<file path="config.mk">
export PLATFORM = sky130hd
export DESIGN_NAME = fsm_path_driver
export DESIGN_NICKNAME = d
export VERILOG_FILES = /design/src/rtl/fsm_path_driver.sv
export SDC_FILE = /design/constraint.sdc
export NUM_CORES = 1
export LEC_CHECK = 0
export ABC_AREA = 1
export CORE_UTILIZATION = 40
export DETAILED_ROUTE_END_ITERATION = 8
export DONT_BUFFER_PORTS = 1
export SLEW_MARGIN = 25
export SYNTH_ARGS = -nofsm -noshare
export SYNTH_HDL_FRONTEND = slang
export SYNTH_SLANG_ARGS = --single-unit
</file>
<file path="constraint.sdc">
create_clock -name clk -period 2 [get_ports clk]
set_clock_uncertainty 0.1 [all_clocks]
set_input_delay 0.2 -clock clk [delete_from_list [all_inputs] [get_ports clk]]
set_output_delay 0.2 -clock clk [all_outputs]
set_load 0.05 [all_outputs]
</file>
<file path="src/rtl/fsm_path_driver.sv">
// Drives a serial bit stream that walks a downstream 5-state FSM along a shortest path
// to a requested state, tracking that FSM with an internal model.
module fsm_path_driver (
  input  logic       clk,
  input  logic       reset,
  input  logic       req_valid,
  input  logic [2:0] req_target,
  output logic       req_ready,
  output logic       a,
  output logic       a_valid,
  output logic [2:0] cur_state,
  output logic       done,
  output logic       err,
  output logic [1:0] steps
);

  typedef enum logic [1:0] {IDLE, DRIVE, RESP} ctrl_t;

  ctrl_t      ctrl;
  logic [2:0] target;
  logic [2:0] model_nxt;

  // Downstream FSM transition function over output codes {0,2,3,4,5}.
  function automatic logic [2:0] model_next(input logic [2:0] s, input logic bit_in);
    case (s)
      3'd0:    model_next = bit_in ? 3'd4 : 3'd3;
      3'd3:    model_next = bit_in ? 3'd5 : 3'd2;
      3'd4:    model_next = bit_in ? 3'd3 : 3'd0;
      3'd2:    model_next = 3'd4;
      3'd5:    model_next = bit_in ? 3'd2 : 3'd0;
      default: model_next = 3'd0;
    endcase
  endfunction

  // First bit of a shortest path from s to t; ties resolve to 0.
  function automatic logic plan_bit(input logic [2:0] s, input logic [2:0] t);
    plan_bit = 1'b0;
    case (t)
      3'd0:    plan_bit = (s == 3'd3);
      3'd3:    plan_bit = (s == 3'd4);
      3'd5:    plan_bit = (s == 3'd3) || (s == 3'd4);
      3'd2:    plan_bit = (s == 3'd5) || (s == 3'd4);
      3'd4:    plan_bit = (s == 3'd0);
      default: plan_bit = 1'b0;
    endcase
  endfunction

  function automatic logic target_invalid(input logic [2:0] t);
    target_invalid = (t == 3'd1) || (t == 3'd6) || (t == 3'd7);
  endfunction

  assign model_nxt = model_next(cur_state, a);

  // NOTE: every register, including the captured target, is cleared by the async
  // reset so an aborted transaction leaves no stale state behind.
  always_ff @(posedge clk or negedge reset) begin
    if (!reset) begin
      ctrl      <= IDLE;
      cur_state <= 3'd0;
      target    <= 3'd0;
      a         <= 1'b0;
      a_valid   <= 1'b0;
      done      <= 1'b0;
      err       <= 1'b0;
      steps     <= 2'd0;
      req_ready <= 1'b1;
    end else begin
      case (ctrl)
        IDLE: begin
          done <= 1'b0;
          err  <= 1'b0;
          if (req_valid && req_ready) begin
            target    <= req_target;
            steps     <= 2'd0;
            req_ready <= 1'b0;
            if (target_invalid(req_target)) begin
              ctrl <= RESP;
              err  <= 1'b1;
            end else if (req_target == cur_state) begin
              ctrl <= RESP;
              done <= 1'b1;
            end else begin
              ctrl    <= DRIVE;
              a_valid <= 1'b1;
              a       <= plan_bit(cur_state, req_target);
            end
          end
        end
        DRIVE: begin
          cur_state <= model_nxt;
          steps     <= steps + 2'd1;
          if (model_nxt == target) begin
            ctrl    <= RESP;
            done    <= 1'b1;
            a_valid <= 1'b0;
            a       <= 1'b0;
          end else begin
            a <= plan_bit(model_nxt, target);
          end
        end
        RESP: begin
          done      <= 1'b0;
          err       <= 1'b0;
          req_ready <= 1'b1;
          ctrl      <= IDLE;
        end
        default: ctrl <= IDLE;
      endcase
    end
  end

endmodule

</file>
# After elaboration in Yosys (flattened, before gate mapping)
# Index checks and enable logic that the tools add are counted.
word_totals:
  regBits: 15
  out_inout_bits: 10
  word_cells: 92
  input_bits: 6
op_classes:
  n_mux: 34
  eq_ne: 26
  addsub: 1
  reduce_logical: 22
op_table:
  columns: ["cell", "n"]
  rows:
  - ["3-bit == test, second input constant", 10]
  - ["3-bit by 2-bit == test with 1-bit output, second input constant", 7]
  - ["1-bit 2-to-1 mux", 15]
  - ["3-bit case mux with 5 select lines", 1]
  - ["2-bit 2-to-1 mux", 7]
  - ["3-bit zero test", 4]
  - ["1-bit case mux with 5 select lines", 2]
  - ["2-bit AND reduction", 5]
  - ["2-bit != test, second input constant", 4]
  - ["1-bit case mux with 2 select lines", 4]
  - ["2-bit case mux with 2 select lines", 2]
  - ["3-bit == test", 2]
  - ["1-bit logical OR", 6]
  - ["3-bit 2-to-1 mux", 2]
  - ["5-bit AND reduction", 1]
  - ["4-bit AND reduction", 1]
  - ["2-bit nonzero test", 2]
  - ["3-bit by 1-bit == test with 1-bit output, second input constant", 1]
  - ["1-bit case mux with 3 select lines", 1]
  - ["3-bit nonzero test", 1]
  - ["2-bit by 1-bit adder with 2-bit output, second input constant", 1]
  - ["2-bit by 1-bit == test with 1-bit output, second input constant", 1]
  - ["2-bit == test, second input constant", 1]
  - ["2-bit zero test", 1]
  - ["1-bit logical AND", 1]

# Logic depth before layout (Yosys ltp)
# Gate-level depths: netlist (run 1).
logic_depth:
  ltp_word: 7
  depth_mapped: 12
  ltp_nobuf: 11

# Least setup slack after synthesis (run 1)
# No wires, ideal clock.
synth_timing:
  path_type: "reg2reg"
  from: "register cur_state[2]"
  to: "register a_valid"
  path_slack_ps: 128
  stages_incl_launch_ff: 11
  setup_ps: 119
  period_less_slack_ps: 1872
  path_buffers: 1
  t_arrival_ps: 1653
  t_required_ps: 1781
  path_cell_list: "dfrtp_1 > buf_2 > inv_1 > nand3_2 > nand2_1 > o21ai_1 > nand4_2 > nand2_4 > nand2_1 > nand2_1 > nand2_1"
synth_via:
  elab_chain_len: 5
  word_cells_on_any_way: 11
  classes_between: "eq/ne: 8; mux: 1; reduce/logical: 2"
synth_lines:
  columns: ["item", "line", "rtl"]
  rows:
  - ["start, declared", "11", "output logic [2:0] cur_state,"]
  - ["start signal, assigned", "90", "cur_state <= model_nxt;"]
  - ["3-bit == test (tied with other cells)", "25", "case (s)"]
  - ["3-bit case mux with 5 select lines", "25", null]
  - ["3-bit == test", "92", "if (model_nxt == target) begin"]
  - ["2-bit != test (no line)", null, null]
  - ["5-bit AND reduction (no line) *", null, null]
  - ["end signal, assigned", "62", "a_valid <= 1'b0;"]
  - ["end signal, assigned", "84", "a_valid <= 1'b1;"]
  - ["end signal, assigned", "95", "a_valid <= 1'b0;"]
  - ["end, declared", "10", "output logic a_valid,"]
# Mark *: on every way between the ends. The rest lies on a longest branch, timed or not.
# A chain may end at the register's enable or synchronous reset.

# Final worst setup path (run 1)
layout_timing:
  from: "register ctrl[1]"
  to: "register steps[1]"
layout_via:
  elab_chain_len: 3
  word_cells_on_any_way: 6
  classes_between: "eq/ne: 2; mux: 1; reduce/logical: 3"
layout_lines:
  columns: ["item", "line", "rtl"]
  rows:
  - ["start, declared", "19", "ctrl_t ctrl;"]
  - ["start signal, assigned", "58", "ctrl <= IDLE;"]
  - ["start signal, assigned", "77", "ctrl <= RESP;"]
  - ["start signal, assigned", "80", "ctrl <= RESP;"]
  - ["2-bit by 1-bit == test with 1-bit output or 2-bit zero test (tied branches)", "68", "case (ctrl)"]
  - ["2-bit nonzero test (no line) or 2-bit != test (tied branches)", null, null]
  - ["2-bit AND reduction (no line)", null, null]
  - ["end signal, assigned", "91", "steps <= steps + 2'd1;"]
  - ["end, declared", "14", "output logic [1:0] steps"]
# Several ways; a longest one is shown, not always the timed one.

==> results of run 1 <==
-- power by group through the flow --
| stage | combinational [mW] | clock [mW] | sequential, mW |
|---|---|---|---|
| floorplan | 0.0172 | 0 | 0.309 |
| global placement | 0.0206 | 0 | 0.309 |
| detailed placement | 0.0212 | 0 | 0.309 |
| CTS | 0.0338 | 0.181 | 0.303 |
| global route | 0.0377 | 0.188 | 0.303 |
| finish | 0.0331 | 0.167 | 0.303 |
-- cell families after synthesis --
kind of cell	count (synthesis)	share of synthesized area (%)
adder cells (fa/ha/maj)	4	4.635
flip-flops	15	34.88
AO/OA/AOI/OAI	22	11.82
buffers and inverters	27	9.848
XOR/XNOR	3	2.434
AND/OR/NAND/NOR	80	36.39
-- routing by layer --
layer  share of wire, %  up-vias  track usage (%)
met5                  0        -                0
met4                1.4        0            8.772
met3                2.6        4            1.977
met2                 52       16            38.68
met1                 44      495            23.88
li1                   -      516                -
-- cell type report --
class,instances,area [um^2]
fill,251,1287
inverter,24,90.09
tap,30,37.54
timing repair buffer,13,107.6
sequential,15,376.6
multi-input combinational,109,596.8
clock buffer,4,26.28
-- cells in the mapped netlist --
library cell  instances  share of area, %
o22ai_1               2               1.2
clkbuf_1              1              0.35
nor2_1                7               2.4
nor2_4                1               1.0
nor3_1                1              0.46
dfrtp_1              14                32
clkinv_1              1              0.35
a2bb2oi_1             1              0.81
nand3_2               2               1.9
nor2_2                3               1.7
xnor2_1               3               2.4
o21ai_2               1              0.81
or2_2                 1              0.58
ha_1                  4               4.6
nand3b_1              1              0.70
nand2_2               3               1.7
a21oi_2               1              0.81
inv_1                22               7.6
nand2_1              38                13
o21ai_0              10               4.6
a22o_1                1              0.81
nor4_1                1              0.58
dfstp_2               1               2.4
nand4_2               1               1.2
nand3_1              15               7.0
o21ai_1               2              0.93
nand4_1               5               2.9
inv_2                 1              0.35
buf_4                 1              0.70
buf_2                 1              0.46
nand2_4               1               1.0
a21oi_1               4               1.9
-- registers in the layout, indices dropped and copies added, names as in the netlist --
signal and cells:
cur_state 3, target 3, ctrl 2, steps 2
a 1, a_valid 1, done 1, err 1
req_ready 1
-- metrics by stage --
stage | util, % | cell area, um^2 | power, mW
6_report | 48.96 | 1235 | 0.5036
5_1_grt | 48.96 | 1235 | 0.5288
4_1_cts | 48.96 | 1235 | 0.5180
3_5_place_dp | 46.33 | 1169 | 0.3303
3_3_place_gp | 46.33 | 1169 | 0.3297
2_1_floorplan | - | 1080 | 0.3263
-- path summary, 6_finish.rpt --
path / start / to / slack (ns) / depth (start not counted)
setup / recovery: ctrl[1]$_DFFE_PN0P_ / steps[1]$_DFFE_PN0P_ / 0.24 / 7
hold / removal: req_target[0] / err$_DFFE_PN0P_ / 0.18 / 3
setup reg to reg: ctrl[1]$_DFFE_PN0P_ / steps[1]$_DFFE_PN0P_ / 0.24 / 7
hold reg to reg: ctrl[0]$_DFFE_PN0P_ / ctrl[0]$_DFFE_PN0P_ / 0.44 / 2
max in group asynchronous: reset / target[2]$_DFFE_PN0P_ / 1.08 / 1
min in group asynchronous: reset / ctrl[0]$_DFFE_PN0P_ / 0.30 / 1
-- tightest hold or removal path, cell delays in order --
cell and delay [ns]:
o21ai_1 0.09, a2bb2oi_1 0.15, nor2_1 0.07
-- what timing repair did --
| item | in CTS | in global routing |
|---|---|---|
| buffers inserted | 0 | 0 |
| endpoints found under the hold margin | 18 | 0 |
| hold buffers | 4 | 0 |
==> impl_metrics.toml, run 1 <==
[power]
p_leak_nw = 0.6149
p_sw_share_pct = 21.67
clock_power_share_pct = 33.2
internal_power_uw = 394.5
power-per-cell-area_nw_per_um2 = 407.8
p_comb_share_pct = 6.6
seq_power_share_pct = 60.2
p_sw_uw = 109.1
peakVddDrop_mv = 0.3321

[route]
drcViolationCount = 0
avgViaCountPerCell = 5.287
num_vias = 1031
firstDrtPassIters = 4
antenna_left = 0
wire_per_inst_um = 12.80
dr.first_iter.drc_count = 16
wl_mm = 2.496

[timing]
worst_pin_slew_ns = 0.6727
min_period_over_period_pct = 87.99
setup_tns_ns = 0
hold_viol_final = 0
drv_slew = 0
layout_setup_ws_ns = 0.2403
fmaxAchievable_mhz = 568.3
whs_ns = 0.1760
slew_headroom_pct = 55.01
rsz0062_at_grt = "no"
setup_viol = 0
fin_crit_ns = 1.760

[placement]
io_buffers = 0
place_hpwl_mm = 1.986
place_worst_setup_slack_ns = 0.2789
dp.cells = 187
gp_congestion = 0.9600

[logic_synthesis]
ys_warn_count = 0
synth_seq_cells = 15
synthDistinctLibCells = 32
syn_area_um2 = 1080
syn_area_per_cell_um2 = 7.151
synth_fp_nets = 161
synthCells = 151
seq_area_frac_synth_pct = 34.88

[die]
fp.dieH_um = 53.96
num_io_pins = 16
initial_core_util_pct = 42.81
core_um2 = 2522
die_w_um = 53.96
die_area_um2 = 2911
rows = 18

[setup_path]
max_stage_delay_ns = 0.42
cpMaxStageDelayCell = "dfrtp_1"
crit_buf_inv = 3
critPathArrivalTime_ns = 1.82
end_kind = "flop"
path_common_cell = "inv_1"
cp_top_family = "compound AO/OA/AOI/OAI gates"
critical_path.max_fanout = 5
cp.required_ns = 2.06
path_class = "reg -> reg"
worstSetupStartpointType = "flop"
crit_chain = "inv_1 -> ha_1 -> inv_1 -> o21ai_0 -> inv_1 -> a21oi_1 -> o22ai_1"

[cts]
cts.htree.levels = 1
insertion_delay_ns = 0.27
cts_made_buffers = 3
ctsRootBufferMaster = "clkbuf_4"
clockBufferDepth = 2
ctsResizeCount = 0
clk_pin_slew_ns = 0.09
cts_tree = "built"
cts.sinks = 15

[final_layout]
nets = 176
final_cell_mix = "nand2_1, inv_1, nand3_1"
diodes = 0
mostFrequentLayoutCell = "nand2_1"
drive_above_1_share_pct = 16.97
layout.cells.non_filler = 195
syn2layout_area_growth_pct = 14.37

[grt]
overflow = 0
grt_antenna_before_repair = 0
grt_max_degree = 16
grt_pass1_wl_mm = 4.388
grt.total_usage_pct = 20.84
grt_pass1_vias = 1049

[run]
cap_violations = 0

[min_path]
min_path_type = "in -> reg"

[run_status]
status = "complete, no violations"
Note: power is estimated with default switching activity, not from simulation.
==> inputs of run 2 (changes only) <==
--- a/config.mk
+++ b/config.mk
@@ -9,6 +9,7 @@
 export CORE_UTILIZATION = 40
 export DETAILED_ROUTE_END_ITERATION = 8
 export DONT_BUFFER_PORTS = 1
+export MAX_ROUTING_LAYER = met4
 export SLEW_MARGIN = 25
 export SYNTH_ARGS = -nofsm -noshare
 export SYNTH_HDL_FRONTEND = slang
==> run 2 against run 1 <==
Compared with the run above:
- cell count did not move
- clock-buffer cell count stayed put
- hold slack worse by 0.0073 ns
- cell area unchanged
- wire length is 3.2% lower
- combinational power barely moved
- total power is 0.87% higher
- utilization unchanged
- sequential cell count stayed put
- critical path depth did not move
- register-to-register slack gained 0.05 ns
- clock power grew 3%
==> impl_metrics.toml, run 2 (same netlist as run 1, synthesis figures left out) <==
[run_status]
status = "complete, no violations"

[placement]
place_hpwl_mm = 1.940
gp_congestion = 0.9756
dp.cells = 187
placed_area_um2 = 1169
io_buffers = 0

[setup_path]
max_stage_delay_ns = 0.42
cp_top_family = "compound AO/OA/AOI/OAI gates"
crit_chain = "inv_1 -> ha_1 -> inv_1 -> o21ai_0 -> inv_1 -> a21oi_1 -> o22ai_1"
critical_path.max_fanout = 5
critPathArrivalTime_ns = 1.78
path_class = "reg -> reg"
cpMaxStageDelayCell = "dfrtp_1"
crit_buf_inv = 3
cp.required_ns = 2.07
end_kind = "flop"
worstSetupStartpointType = "flop"
path_common_cell = "inv_1"

[power]
p_sw_share_pct = 22.30
clock_power_share_pct = 33.8
peakVddDrop_mv = 0.3593
p_sw_uw = 113.3
seq_power_share_pct = 59.7
p_leak_nw = 0.6149
p_comb_share_pct = 6.5
internal_power_uw = 394.7
power-per-cell-area_nw_per_um2 = 411.4

[final_layout]
diodes = 0
mostFrequentLayoutCell = "nand2_1"
final_area_um2 = 1235
drive_above_1_share_pct = 16.97
nets = 176
layout.cells.non_filler = 195
top_regs = "cur_state (3), target (3)"
final_util_pct = 48.96
syn2layout_area_growth_pct = 14.37
final_cell_mix = "nand2_1, inv_1, nand3_1"

[grt]
grt_pass1_wl_mm = 4.140
grt_max_degree = 16
grt_antenna_before_repair = 0
overflow = 0
grt.total_usage_pct = 20.21
grt_pass1_vias = 1015

[timing]
rsz0062_at_grt = "no"
setup_viol = 0
drv_slew = 0
worst_pin_slew_ns = 0.7155
slew_headroom_pct = 52.14
min_period_over_period_pct = 85.73
hold_viol_final = 0
setup_tns_ns = 0
fin_crit_ns = 1.715
fmaxAchievable_mhz = 583.3

[route]
num_vias = 1035
wl_mm = 2.417
dr.first_iter.drc_count = 30
avgViaCountPerCell = 5.308
drcViolationCount = 0
firstDrtPassIters = 4
antenna_left = 0
wire_per_inst_um = 12.39

[die]
die_area_um2 = 2911
die_w_um = 53.96
fp.dieH_um = 53.96
rows = 18
initial_core_util_pct = 42.81
num_io_pins = 16
core_um2 = 2522

[cts]
clk_pin_slew_ns = 0.09
clockBufferDepth = 2
ctsResizeCount = 0
cts.sinks = 15
cts.htree.levels = 1
insertion_delay_ns = 0.28
cts_tree = "built"
ctsRootBufferMaster = "clkbuf_4"
cts_made_buffers = 3

[run]
cap_violations = 0

[min_path]
min_path_type = "in -> reg"
run 2: cell counts in the layout (fill, tap and decap cells not counted):
No cell type changed its count.
run 2: repair_timing:
| item | CTS | global route |
|---|---|---|
| endpoints found under the hold margin | 18 | 0 |
| setup buffers | 0 | 0 |
| hold buffers | 4 | 0 |
run 2: path summary, 6_finish.rpt:
check	to	slack, ns	startpoint	cells after the start
hold reg to reg	ctrl[0]$_DFFE_PN0P_	0.44	ctrl[0]$_DFFE_PN0P_	2
setup / recovery	steps[1]$_DFFE_PN0P_	0.29	ctrl[1]$_DFFE_PN0P_	7
min in group asynchronous	err$_DFFE_PN0P_	0.31	reset	1
max in group asynchronous	a$_DFFE_PN0P_	1.04	reset	1
hold / removal	err$_DFFE_PN0P_	0.17	req_target[0]	3
setup reg to reg	steps[1]$_DFFE_PN0P_	0.29	ctrl[1]$_DFFE_PN0P_	7
run 2: final cells by class:
| cell class | instances | area, um^2 |
|---|---|---|
| timing repair buffer | 13 | 107.6 |
| sequential | 15 | 376.6 |
| inverter | 24 | 90.09 |
| tap | 30 | 37.54 |
| fill | 270 | 1287 |
| clock buffer | 4 | 26.28 |
| multi-input combinational | 109 | 596.8 |
run 2: tightest hold or removal path, delay by kind of cell:
family / cells / cell delay (ns)
AO/OA/AOI/OAI: 2 / 0.24
AND/OR/NAND/NOR: 1 / 0.07
run 2: power by group through the flow:
| stage | logic, mW | registers (mW) | clock network (mW) |
|---|---|---|---|
| after floorplan | 0.0172 | 0.309 | 0 |
| after global placement | 0.0207 | 0.309 | 0 |
| after detailed placement | 0.0208 | 0.309 | 0 |
| after CTS | 0.0334 | 0.303 | 0.178 |
| after global routing | 0.0375 | 0.303 | 0.191 |
| final | 0.0332 | 0.303 | 0.172 |
run 2: layer usage:
| layer | global-route usage [%] | wire length, um |
|---|---|---|
| met1 | 22.98 | 1075 |
| met2 | 35.80 | 1209 |
| met3 | 2.542 | 93 |
| met4 | 7.456 | 40 |
| met5 | - | 0 |
run 2: per-stage QoR:
stage | hold slack (ns) | setup WS [ns] | power (mW)
6_report | 0.1686 | 0.2855 | 0.5080
5_1_grt | 0.1977 | 0.08238 | 0.5317
4_1_cts | 0.1685 | 0.2734 | 0.5149
3_5_place_dp | -0.1952 | 0.2855 | 0.3300
3_3_place_gp | -0.1952 | 0.3264 | 0.3298
2_1_floorplan | -0.1956 | 0.1275 | 0.3263
